$ cat src/rtl/i2c_slave_responder.sv
// ---------------------------------------------------------------------------
// i2c_slave_responder
//   Minimal I2C target that acknowledges one 7-bit address, accepts written
//   bytes and returns user-supplied bytes on master reads. All bus sensing is
//   done on synchronized copies of SCL/SDA; SCL is never stretched.
//
// Ports
//   clk      : system clock, rising edge
//   rst_b    : asynchronous active-low reset
//   scl_i    : bus SCL level (asynchronous)
//   sda_i    : bus SDA level (asynchronous)
//   sda_oe   : 1 pulls SDA low, 0 releases it (open-drain)
//   rx_data  : last byte written by the master
//   rx_valid : one-cycle pulse when rx_data updates
//   tx_data  : byte returned on the next master read byte
//   tx_load  : one-cycle pulse when tx_data is captured
//   busy     : high while this target is addressed
// ---------------------------------------------------------------------------
module i2c_slave_responder #(
  parameter logic [6:0] SLV_ADDR    = 7'h50,
  parameter int         SYNC_STAGES = 2
) (
  input  logic       clk,
  input  logic       rst_b,
  input  logic       scl_i,
  input  logic       sda_i,
  output logic       sda_oe,
  output logic [7:0] rx_data,
  output logic       rx_valid,
  input  logic [7:0] tx_data,
  output logic       tx_load,
  output logic       busy
);

  typedef enum logic [2:0] {
    IDLE, ADDR, ADDR_ACK, WR_DATA, WR_ACK, RD_DATA, RD_ACK
  } state_t;

  // Synchronizer chains, reset to the idle bus level so that reset release
  // cannot fabricate a START or STOP.
  logic [SYNC_STAGES-1:0] scl_sync_reg;
  logic [SYNC_STAGES-1:0] sda_sync_reg;
  logic                   scl_d_reg;
  logic                   sda_d_reg;

  genvar gi;
  generate
    for (gi = 0; gi < SYNC_STAGES; gi++) begin : g_sync
      always_ff @(posedge clk or negedge rst_b) begin
        if (!rst_b) begin
          scl_sync_reg[gi] <= 1'b1;
          sda_sync_reg[gi] <= 1'b1;
        end else if (gi == 0) begin
          scl_sync_reg[gi] <= scl_i;
          sda_sync_reg[gi] <= sda_i;
        end else begin
          scl_sync_reg[gi] <= scl_sync_reg[(gi == 0) ? 0 : gi-1];
          sda_sync_reg[gi] <= sda_sync_reg[(gi == 0) ? 0 : gi-1];
        end
      end
    end
  endgenerate

  always_ff @(posedge clk or negedge rst_b) begin
    if (!rst_b) begin
      scl_d_reg <= 1'b1;
      sda_d_reg <= 1'b1;
    end else begin
      scl_d_reg <= scl_sync_reg[SYNC_STAGES-1];
      sda_d_reg <= sda_sync_reg[SYNC_STAGES-1];
    end
  end

  logic scl_s, sda_s;
  logic start_det, stop_det, scl_rise, scl_fall;

  assign scl_s     = scl_sync_reg[SYNC_STAGES-1];
  assign sda_s     = sda_sync_reg[SYNC_STAGES-1];
  // SCL must be high in both the current and history sample, so an SCL and
  // SDA transition seen in the same cycle never reads as START/STOP.
  assign start_det = scl_s & scl_d_reg &  sda_d_reg & ~sda_s;
  assign stop_det  = scl_s & scl_d_reg & ~sda_d_reg &  sda_s;
  assign scl_rise  =  scl_s & ~scl_d_reg;
  assign scl_fall  = ~scl_s &  scl_d_reg;

  state_t     state_reg;
  logic [2:0] bit_cnt_reg;
  logic       byte_done_reg;   // 8th bit of the current byte has been clocked
  logic [7:0] shift_reg;       // incoming address/data bits
  logic [7:0] tx_shift_reg;    // outgoing byte, bit 7 is the one on the bus
  logic       nack_reg;        // master's acknowledge bit after a read byte
  logic       sda_oe_reg, rx_valid_reg, tx_load_reg, busy_reg;
  logic [7:0] rx_data_reg;

  always_ff @(posedge clk or negedge rst_b) begin
    if (!rst_b) begin
      state_reg     <= IDLE;
      bit_cnt_reg   <= 3'd0;
      byte_done_reg <= 1'b0;
      shift_reg     <= 8'h00;
      tx_shift_reg  <= 8'h00;
      nack_reg      <= 1'b0;
      sda_oe_reg    <= 1'b0;
      rx_data_reg   <= 8'h00;
      rx_valid_reg  <= 1'b0;
      tx_load_reg   <= 1'b0;
      busy_reg      <= 1'b0;
    end else begin
      rx_valid_reg <= 1'b0;
      tx_load_reg  <= 1'b0;
      if (start_det) begin
        state_reg     <= ADDR;
        bit_cnt_reg   <= 3'd0;
        byte_done_reg <= 1'b0;
        sda_oe_reg    <= 1'b0;
        busy_reg      <= 1'b0;
      end else if (stop_det) begin
        state_reg     <= IDLE;
        bit_cnt_reg   <= 3'd0;
        byte_done_reg <= 1'b0;
        sda_oe_reg    <= 1'b0;
        busy_reg      <= 1'b0;
      end else begin
        case (state_reg)
          IDLE: ;
          ADDR: begin
            if (scl_rise) begin
              shift_reg   <= {shift_reg[6:0], sda_s};
              bit_cnt_reg <= bit_cnt_reg + 3'd1;
              if (bit_cnt_reg == 3'd7) byte_done_reg <= 1'b1;
            end else if (scl_fall && byte_done_reg) begin
              byte_done_reg <= 1'b0;
              if (shift_reg[7:1] == SLV_ADDR) begin
                state_reg  <= ADDR_ACK;
                sda_oe_reg <= 1'b1;
                busy_reg   <= 1'b1;
              end else begin
                state_reg <= IDLE;
              end
            end
          end
          ADDR_ACK: begin
            if (scl_fall) begin
              if (shift_reg[0]) begin
                tx_shift_reg <= tx_data;
                tx_load_reg  <= 1'b1;
                sda_oe_reg   <= ~tx_data[7];
                state_reg    <= RD_DATA;
              end else begin
                sda_oe_reg <= 1'b0;
                state_reg  <= WR_DATA;
              end
            end
          end
          WR_DATA: begin
            if (scl_rise) begin
              shift_reg   <= {shift_reg[6:0], sda_s};
              bit_cnt_reg <= bit_cnt_reg + 3'd1;
              if (bit_cnt_reg == 3'd7) begin
                rx_data_reg   <= {shift_reg[6:0], sda_s};
                rx_valid_reg  <= 1'b1;
                byte_done_reg <= 1'b1;
              end
            end else if (scl_fall && byte_done_reg) begin
              byte_done_reg <= 1'b0;
              sda_oe_reg    <= 1'b1;
              state_reg     <= WR_ACK;
            end
          end
          WR_ACK: begin
            if (scl_fall) begin
              sda_oe_reg <= 1'b0;
              state_reg  <= WR_DATA;
            end
          end
          RD_DATA: begin
            if (scl_rise) begin
              bit_cnt_reg <= bit_cnt_reg + 3'd1;
              if (bit_cnt_reg == 3'd7) byte_done_reg <= 1'b1;
            end else if (scl_fall) begin
              if (byte_done_reg) begin
                byte_done_reg <= 1'b0;
                sda_oe_reg    <= 1'b0;
                state_reg     <= RD_ACK;
              end else begin
                sda_oe_reg   <= ~tx_shift_reg[6];
                tx_shift_reg <= {tx_shift_reg[6:0], 1'b0};
              end
            end
          end
          RD_ACK: begin
            if (scl_rise) begin
              nack_reg <= sda_s;
            end else if (scl_fall) begin
              if (nack_reg) begin
                state_reg  <= IDLE;
                sda_oe_reg <= 1'b0;
                busy_reg   <= 1'b0;
              end else begin
                tx_shift_reg <= tx_data;
                tx_load_reg  <= 1'b1;
                sda_oe_reg   <= ~tx_data[7];
                state_reg    <= RD_DATA;
              end
            end
          end
          default: state_reg <= IDLE;
        endcase
      end
    end
  end

  assign sda_oe   = sda_oe_reg;
  assign rx_data  = rx_data_reg;
  assign rx_valid = rx_valid_reg;
  assign tx_load  = tx_load_reg;
  assign busy     = busy_reg;

endmodule

$ cat config.mk
export PLATFORM = sky130hd
export DESIGN_NAME = i2c_slave_responder
export DESIGN_NICKNAME = d
export VERILOG_FILES = /design/src/rtl/i2c_slave_responder.sv
export SDC_FILE = /design/constraint.sdc
export NUM_CORES = 1
export LEC_CHECK = 0
export ABC_AREA = 1
export ABC_CLOCK_PERIOD_IN_PS = 1980
export CAP_MARGIN = 20
export CORE_MARGIN = 4
export CORE_UTILIZATION = 43
export DETAILED_ROUTE_END_ITERATION = 16
export GPL_TIMING_DRIVEN = 0
export PLACE_DENSITY = 0.62
export SYNTH_ARGS = -nofsm -noshare
export SYNTH_HDL_FRONTEND = slang
export SYNTH_SLANG_ARGS = --single-unit
export TNS_END_PERCENT = 1
$ cat constraint.sdc
create_clock -name clk -period 1.98 [get_ports clk]
set_input_delay 0.297 -clock clk [delete_from_list [all_inputs] [get_ports clk]]
set_output_delay 0.297 -clock clk [all_outputs]
set_load 0.05 [all_outputs]
==> results of run 1 <==
-- kinds of logic (layout without fill, tap and decap cells) --
group	Yosys count	count (layout)	synth area share, %
compound gates	36	36	9.951
fa+ha+maj	5	5	2.764
buf+inv	35	67	6.854
flops	41	41	45.66
simple gates	171	171	34.77
-- repair_timing --
item | 4_1_cts | 5_1_grt
hold endpoints to repair | 13 | 0
hold buffers | 1 | 0
setup endpoints to repair | 0 | 7
resized for setup | 0 | 1
-- cell usage in the layout (no fill, tap or decap), types with 4 or more instances in the layout --
cell type / netlist / routed
nand4_1: 4 / 4
clkdlybuf4s50_1: 0 / 22
inv_1: 25 / 25
nand3_1: 20 / 20
nand2_2: 6 / 6
o21ai_0: 16 / 16
o21ai_1: 7 / 7
clkbuf_8: 0 / 5
nand2_1: 107 / 107
nor2_1: 22 / 22
ha_1: 5 / 5
a21oi_1: 6 / 6
dfrtp_1: 35 / 35
dfstp_2: 6 / 6
-- layout make-up --
class	instances	area [µm²]
fill	525	2416
multi-input combinational	212	1075
sequential	41	1033
timing repair buffer	25	255.2
inverter	29	113.9
tap	70	87.58
clock buffer	6	72.57
buffer	5	38.79
clock inverter	2	15.01
-- cells in the mapped netlist (2+ instances only) --
cell type	number	share of area (%)
inv_2	2	0.33
nand4_1	4	1.1
dfstp_2	6	7.0
dfrtp_1	35	39
nand2_1	107	18
nor2_1	22	3.6
nand3_4	2	1.5
nor2_2	2	0.55
inv_1	25	4.1
inv_4	2	0.55
o21ai_1	7	1.5
nand2_4	2	0.99
nand3_2	2	0.88
nand2_2	6	1.7
a21oi_1	6	1.3
o21ai_0	16	3.5
buf_2	3	0.66
ha_1	5	2.8
nand3_1	20	4.4
buf_4	2	0.66
nor2_4	2	0.99
-- where the power goes --
part | leakage (nW) | internal [mW] | switching, mW
logic | 0.786 | 0.127 | 0.237
registers | 0.510 | 0.900 | 0.0531
clock network | 0.0374 | 0.248 | 0.293
total | 1.33 | 1.28 | 0.584
-- through the flow --
step,TNS (ns),cells,hold WS [ns]
after floorplan,0,288,0.001409
after global placement,-17.00,381,0.3453
after detailed placement,0,382,0.2241
after CTS,0,391,0.3620
after global routing,0,390,0.3646
final,0,390,0.3596
-- metal layers --
| metal | track usage, % | wire length, µm | vias to the layer above |
|---|---|---|---|
| met5 | 0 | 0 | - |
| met3 | 3.363 | 262 | 4 |
| met2 | 25.25 | 2101 | 55 |
| met1 | 22.40 | 2207 | 869 |
| met4 | 4.223 | 54 | 0 |
| li1 | - | - | 975 |
-- worst min path at each step --
stage | start | to | slack [ns] | cells after the start
floorplan | rst_b | bit_cnt_reg[0]$_DFFE_PN0P_ | 0.001 | 0
global placement | sda_sync_reg[0]$_DFF_PN1_ | sda_s$_DFF_PN1_ | 0.35 | 0
detailed placement | rst_b | shift_reg[5]$_DFFE_PN0P_ | 0.22 | 1
CTS | sda_sync_reg[0]$_DFF_PN1_ | sda_s$_DFF_PN1_ | 0.36 | 0
global route | sda_sync_reg[0]$_DFF_PN1_ | sda_s$_DFF_PN1_ | 0.36 | 0
finish | sda_sync_reg[0]$_DFF_PN1_ | sda_s$_DFF_PN1_ | 0.36 | 0
==> results.json, run 1 <==
{
  "cp_max_fo": 10,
  "stdcell_area_um2": 2691,
  "grt_pass1_wl_um": 8107,
  "route.detailed.drc": 0,
  "ff2ff_setup_slack_ns": 0.19,
  "area_growth_syn_to_layout_pct": 18.91,
  "cts.path.max_buffers": 2,
  "start_util_pct": 44.32,
  "coreArea_um2": 5107,
  "htreeDepth": 2,
  "vdd_drop_max_uv": 448.3,
  "synth_cell_types": 31,
  "cts_tree": "built",
  "port_buffers": 23,
  "worstSetupEndpointType": "flop",
  "syn-num-nets": 305,
  "synth_edf_count": 0,
  "critPathBufInv": 1,
  "cts.clk_slew.worst_paths_ns": 0.08,
  "die_w_um": 80.55,
  "clock_insertion_delay_worst_skew_ns": 0.29,
  "post_cts.repair.setup_buffers": 0,
  "hold_viol_final": 0,
  "rows": 26,
  "first_global_vias": 1710,
  "finalWorstSetupSlack_ns": 0.1879,
  "grt_usage_pct": 16.07,
  "ys_seq_area_share_pct": 45.66,
  "r2r_start": "scl_s$_DFF_PN1_",
  "vias_per_cell": 4.879,
  "fin_crit_sh_pct": 90.51,
  "nNetsFinal": 336,
  "finalCriticalPeriod_ns": 1.792,
  "wl_per_cell_um": 11.86,
  "wirelength_um": 4626,
  "skew_ns": 0.005617,
  "maxCapViolCount": 0,
  "power.leakage_nw": 1.333,
  "tightest_slew_ns": 0.5021,
  "yosysWarningCount": 0,
  "avgSynthCellArea_um2": 7.859,
  "placed_area_um2": 2596,
  "finalSetupViolCount": 0,
  "p_total_mw": 1.860,
  "drive_gt1_share_pct": 14.06,
  "synth_top_flop_cell": "dfrtp_1",
  "cp-start-kind": "flop",
  "synthCells": 288,
  "async_flop_share_pct": 100.0,
  "critPathMaxStageDelay_ns": 0.57,
  "die-area_um2": 6488,
  "cp.depth": 7,
  "gp_congestion": 0.8796,
  "first_pass_iters": 4,
  "rr_worst_depth": 7,
  "r2r-end": "shift_reg[7]$_DFFE_PN0P_",
  "hold_path.class": "flop to flop",
  "post-place-ws_ns": 0.1406,
  "startpoint": "scl_s$_DFF_PN1_",
  "detail-route-antenna-nets": 0,
  "numClockSinks": 41,
  "worstPathRequired_ns": 2.16,
  "critPathKind": "flop to flop",
  "rsz0062_at_grt": "false",
  "dp_hpwl_um": 3563,
  "grt_overflow": 0,
  "numCtsBuffers": 5,
  "antenna_found_initial": 0,
  "die_h_um": 80.55,
  "grt_max_degree": 29,
  "cp-endpoint": "shift_reg[7]$_DFFE_PN0P_",
  "slew_violations": 0,
  "vias": 1903,
  "synth-seq-cells": 41,
  "path_cells": "ha_1 -> nand3_1 -> nand2_2 -> nor2_4 -> nand2_2 -> clkbuf_4 -> o21ai_0",
  "crit_slowest_cell": "dfstp_2",
  "ios": 24,
  "root_buffer": "clkbuf_8",
  "synth_area_um2": 2263,
  "cp_common_cell": "nand2_2",
  "first_iter_violations": 128,
  "cp_top_family": "simple AND/OR/NAND/NOR gates",
  "fin_util_pct": 52.69,
  "num_antenna_cells": 0,
  "maxSlewHeadroom_pct": 66.42,
  "p_per_area_nw_per_um2": 691.0,
  "max_clock_freq_mhz": 558.0,
  "arrival_ns": 1.97,
  "status": "finished, final reports clean"
}
(Power assumes the default switching activity.)
==> run 2, diff against run 1 <==
--- a/config.mk
+++ b/config.mk
@@ -16,4 +16,3 @@
 export SYNTH_ARGS = -nofsm -noshare
 export SYNTH_HDL_FRONTEND = slang
 export SYNTH_SLANG_ARGS = --single-unit
-export TNS_END_PERCENT = 1
==> run 2 against run 1 <==
- power about the same
- final area down 0.28%
- routed wire length fell by 0.99%
- setup slack gained 0.030 ns
- fmax is 1.7% higher
- highest routed layer unchanged
- global-route usage did not move
- combinational power about the same
- via count down 0.42%
==> results.json, run 2 (synthesis gave the netlist of run 1 again) <==
{
  "cp-start-kind": "flop",
  "arrival_ns": 1.99,
  "post_cts.repair.setup_buffers": 0,
  "multi_input_area_um2": 1075,
  "num_antenna_cells": 0,
  "vias_per_cell": 4.871,
  "hold_start": "sda_sync_reg[0]$_DFF_PN1_",
  "power_frac_clock_pct": 29.2,
  "ios": 24,
  "seqCellArea_um2": 1033,
  "finalWorstSetupSlack_ns": 0.2182,
  "antenna_found_initial": 0,
  "comb_power_share_pct": 19.6,
  "r2r-end": "state_reg[0]$_DFFE_PN0P_",
  "fin_crit_sh_pct": 88.98,
  "tightest_slew_ns": 0.5021,
  "first_pass_iters": 4,
  "die_w_um": 80.55,
  "rows": 26,
  "hold_path.class": "flop to flop",
  "detail-route-antenna-nets": 0,
  "worstSetupEndpointType": "flop",
  "gp_congestion": 0.8796,
  "critPathMaxStageDelay_ns": 0.57,
  "cts.clk_slew.worst_paths_ns": 0.08,
  "slew_violations": 0,
  "dp_hpwl_um": 3563,
  "internal_power_mw": 1.275,
  "drive_gt1_share_pct": 13.79,
  "p_per_area_nw_per_um2": 693.6,
  "power.leakage_nw": 1.329,
  "first_iter_violations": 118,
  "startpoint": "scl_s$_DFF_PN1_",
  "htreeDepth": 2,
  "numClockSinks": 41,
  "cp_top_family": "simple AND/OR/NAND/NOR gates",
  "maxCapViolCount": 0,
  "max_clock_freq_mhz": 567.6,
  "root_buffer": "clkbuf_8",
  "clock_insertion_delay_worst_skew_ns": 0.29,
  "coreArea_um2": 5107,
  "area_growth_syn_to_layout_pct": 18.57,
  "layout_commonest_cell": "nand2_1",
  "cts.path.max_buffers": 2,
  "crit_slowest_cell": "dfstp_2",
  "grt_overflow": 0,
  "critPathBufInv": 0,
  "post-place-ws_ns": 0.1406,
  "grt_max_degree": 29,
  "rr_worst_depth": 9,
  "most-common-layout-cells": "nand2_1, dfrtp_1, inv_1",
  "p_sw_mw": 0.5862,
  "vias": 1895,
  "skew_ns": 0.007786,
  "status": "finished, final reports clean",
  "hold_viol_final": 0,
  "seq_power_share_pct": 51.2,
  "maxSlewHeadroom_pct": 66.42,
  "critPathKind": "flop to flop",
  "fill_cells": 527,
  "min_delay_worst_endpoint": "sda_s$_DFF_PN1_",
  "wl_per_cell_um": 11.77,
  "route.detailed.drc": 0,
  "cp_max_fo": 6,
  "cp_common_cell": "nand2_1",
  "worstPathRequired_ns": 2.21,
  "swShare_pct": 31.49,
  "ff2ff_setup_slack_ns": 0.22,
  "wirelength_um": 4580,
  "rsz0062_at_grt": "false",
  "start_util_pct": 44.32,
  "finalSetupViolCount": 0,
  "path_cells": "ha_1 -> nand3_1 -> nand2_2 -> nor2_4 -> nand2_1 -> nand3_1 -> nor2_2 -> nand2_1 -> nand2_1",
  "grt_pass1_wl_um": 8107,
  "finalCriticalPeriod_ns": 1.762,
  "port_buffers": 23,
  "grt_usage_pct": 16.07,
  "cts_resized": 0,
  "nNetsFinal": 335,
  "r2r_start": "scl_s$_DFF_PN1_",
  "first_global_vias": 1710,
  "hold_depth": 0,
  "holdWs_ns": 0.3596,
  "die-area_um2": 6488,
  "vdd_drop_max_uv": 448.7,
  "numCtsBuffers": 5,
  "cts_tree": "built",
  "die_h_um": 80.55
}
==> run 2: changes by cell type in the layout (fill, tap and decap cells not counted) <==
cell | before | now
clkbuf_4 | 1 | 0
==> run 2: worst register-to-register path, stage by stage (launching register included) <==
cell and delay [ns]:
dfstp_2 0.57, ha_1 0.23, nand3_1 0.17, nand2_2 0.18
nor2_4 0.08, nand2_1 0.11, nand3_1 0.11, nor2_2 0.13
nand2_1 0.07, nand2_1 0.06
==> run 2: final cells by class <==
class	count	share of cell area (%)
multi-input combinational	212	40.05
sequential	41	38.51
timing repair buffer	25	9.511
inverter	29	4.242
tap	70	3.263
clock buffer	6	2.704
buffer	4	1.166
clock inverter	2	0.5594
==> run 2: worst max-delay path by stage <==
stage	to	slack [ns]	cells past startpoint
2_1_floorplan	rx_data[6]$_DFFE_PN0P_	0.41	7
3_3_place_gp	tx_shift_reg[2]$_DFFE_PN0P_	-0.48	1
3_5_place_dp	rx_data[5]$_DFFE_PN0P_	0.14	7
4_1_cts	rx_data[5]$_DFFE_PN0P_	0.11	7
5_1_grt	state_reg[2]$_DFFE_PN0P_	0.03	9
6_report	state_reg[0]$_DFFE_PN0P_	0.22	9
==> run 2: per-layer routing <==
layer | part of all wire, % | GRT usage [%] | up-vias | wire (µm)
li1 | - | - | 972 | -
met1 | 48 | 22.40 | 865 | 2203
met2 | 45 | 25.25 | 51 | 2064
met3 | 5.3 | 3.363 | 7 | 243
met4 | 1.5 | 4.223 | 0 | 68
met5 | 0 | 0 | - | 0
==> run 2: what timing repair did <==
action                                  CTS  global route
hold buffers                              1             0
hold endpoints to repair                 13             0
endpoints found under the setup margin    0             7
==> run 2: per-stage QoR <==
stage	instances	total power [mW]	utilization, %	area, µm²	TNS, ns
floorplan	288	1.199	-	2263	0
global placement	381	1.325	50.54	2581	-17.00
detailed placement	382	1.335	50.83	2596	0
CTS	391	1.889	52.74	2694	0
global route	389	1.979	52.55	2684	0
finish	389	1.861	52.55	2684	0
==> run 2: power groups by stage <==
| stage | clock network [mW] | registers [mW] | logic, mW |
|---|---|---|---|
| 3_3_place_gp | 0 | 0.967 | 0.358 |
| 4_1_cts | 0.567 | 0.954 | 0.368 |
| 6_report | 0.544 | 0.954 | 0.364 |
| 3_5_place_dp | 0 | 0.970 | 0.365 |
| 2_1_floorplan | 0 | 1.02 | 0.178 |
| 5_1_grt | 0.612 | 0.963 | 0.405 |
==> run 3, diff against run 2 <==
--- a/config.mk
+++ b/config.mk
@@ -11,7 +11,6 @@
 export CORE_MARGIN = 4
 export CORE_UTILIZATION = 43
 export DETAILED_ROUTE_END_ITERATION = 16
-export GPL_TIMING_DRIVEN = 0
 export PLACE_DENSITY = 0.62
 export SYNTH_ARGS = -nofsm -noshare
 export SYNTH_HDL_FRONTEND = slang
==> run 3 against run 2 <==
- first-iteration DRC count grew 36%
- worst hold slack got worse by 0.31 ns
- final area about the same
- clock power is 24% higher
- clock skew is 0.0019 ns higher
- via count is 1.2% lower
- cell count fell by 0.77%
- combinational power rose by 1%
==> results.json, run 3 (synthesis gave the netlist of run 1 again) <==
{
  "status": "finished, final reports clean",
  "die_w_um": 80.55,
  "postCtsHoldBufs": 0,
  "worstSetupEndpointType": "flop",
  "rows": 26,
  "rsz0062_at_grt": "false",
  "first_iter_violations": 160,
  "cp-start-kind": "flop",
  "num_antenna_cells": 0,
  "vdd_drop_max_uv": 405.2,
  "arrival_ns": 1.97,
  "nNetsFinal": 332,
  "start_util_pct": 44.32,
  "tightest_slew_ns": 0.5065,
  "numClockSinks": 41,
  "max_clock_freq_mhz": 558.9,
  "wirelength_um": 4699,
  "die-area_um2": 6488,
  "finalCriticalPeriod_ns": 1.789,
  "root_buffer": "clkbuf_8",
  "first_global_vias": 1733,
  "cts_tree": "built",
  "worstPathRequired_ns": 2.16,
  "power.leakage_nw": 1.333,
  "seqCellArea_um2": 1033,
  "fill_cells": 512,
  "wl_per_cell_um": 12.17,
  "multi_input_area_um2": 1075,
  "cts.clk_slew.worst_paths_ns": 0.08,
  "grt_usage_pct": 16.32,
  "grt_overflow": 0,
  "post_cts.repair.setup_buffers": 0,
  "grt_max_degree": 42,
  "most-common-layout-cells": "nand2_1, dfrtp_1, inv_1",
  "area_growth_syn_to_layout_pct": 18.46,
  "skew_ns": 0.009697,
  "holdWs_ns": 0.05387,
  "cts_resized": 0,
  "drive_gt1_share_pct": 13.29,
  "vias_per_cell": 4.852,
  "cts.path.max_buffers": 2,
  "slew_violations": 0,
  "gp_congestion": 0.9284,
  "vias": 1873,
  "first_pass_iters": 6,
  "clock_insertion_delay_worst_skew_ns": 0.30,
  "ios": 24,
  "finalWorstSetupSlack_ns": 0.1909,
  "antenna_found_initial": 0,
  "finalNonFillerCells": 386,
  "p_total_mw": 1.997,
  "die_h_um": 80.55,
  "grt_pass1_wl_um": 8024,
  "hold_path.class": "input pin to async pin",
  "post-place-cells": 378,
  "coreArea_um2": 5107,
  "port_buffers": 23,
  "numCtsBuffers": 5,
  "maxSlewHeadroom_pct": 66.23,
  "hold_viol_final": 0,
  "route.detailed.drc": 0,
  "p_per_area_nw_per_um2": 744.7,
  "fin_crit_sh_pct": 90.36,
  "finalSetupViolCount": 0,
  "detail-route-antenna-nets": 0,
  "setup_tns_ns": 0,
  "cp_max_fo": 8,
  "maxCapViolCount": 0,
  "post-place-ws_ns": 0.2163,
  "dp_hpwl_um": 3395,
  "layout_commonest_cell": "nand2_1",
  "htreeDepth": 2,
  "critPathKind": "flop to flop"
}
[run 3: cell count changes in the layout (fill, tap and decap cells not counted), sizes merged]
cell | previous run | this run
buf | 6 | 4
clkinvlp | 2 | 0
clkinv | 0 | 1
dlygate4sd3 | 1 | 0
bufinv | 0 | 1
[run 3: critical path: stages (launching register included)]
cell and delay, ns:
dfstp_2 0.55, inv_1 0.04, ha_1 0.24, inv_1 0.24, o21ai_2 0.13, nor2_4 0.24, nand2_4 0.11, nand2_1 0.07
nand2_1 0.05
[run 3: stage by stage]
step / util, % / cell area [µm²]
6_report: 52.50 / 2681
5_1_grt: 52.50 / 2681
4_1_cts: 52.50 / 2681
3_5_place_dp: 50.32 / 2570
2_1_floorplan: - / 2263
3_3_place_gp: 50.32 / 2570
[run 3: routing by layer]
metal  wire [µm]  share of wire, %  vias to the layer above  track usage, %
met5           0                 0                        -               0
met4          80               1.7                        0           6.419
met3         262               5.6                        9           4.036
met2        2173                46                       58           26.57
met1        2182                46                      840           20.70
li1            -                 -                      966               -
[run 3: worst paths after layout]
path	from	to	slack (ns)	depth (start not counted)
setup / recovery	scl_d_reg$_DFF_PN1_	tx_shift_reg[1]$_DFFE_PN0P_	0.19	8
hold / removal	rst_b	rx_valid$_DFF_PN0_	0.05	2
setup reg to reg	scl_d_reg$_DFF_PN1_	tx_shift_reg[1]$_DFFE_PN0P_	0.19	8
hold reg to reg	scl_sync_reg[0]$_DFF_PN1_	scl_s$_DFF_PN1_	0.36	0
max in group asynchronous	rst_b	scl_sync_reg[0]$_DFF_PN1_	1.56	2
min in group clk	scl_sync_reg[0]$_DFF_PN1_	scl_s$_DFF_PN1_	0.36	0
[run 3: power breakdown]
part / internal (mW) / total [mW] / switching, mW
Combinational: 0.126 / 0.368 / 0.243
Sequential: 0.900 / 0.954 / 0.0542
Clock: 0.379 / 0.674 / 0.296
Total: 1.40 / 2.00 / 0.593
[run 3: cell type report]
cell class / count / share of cell area (%)
repair buffers: 26 / 9.706
well taps: 70 / 3.266
clock inverters: 2 / 1.447
multi-input cells: 212 / 40.08
inverters: 29 / 4.246
clock buffers: 6 / 2.706
flip-flops and latches: 41 / 38.54
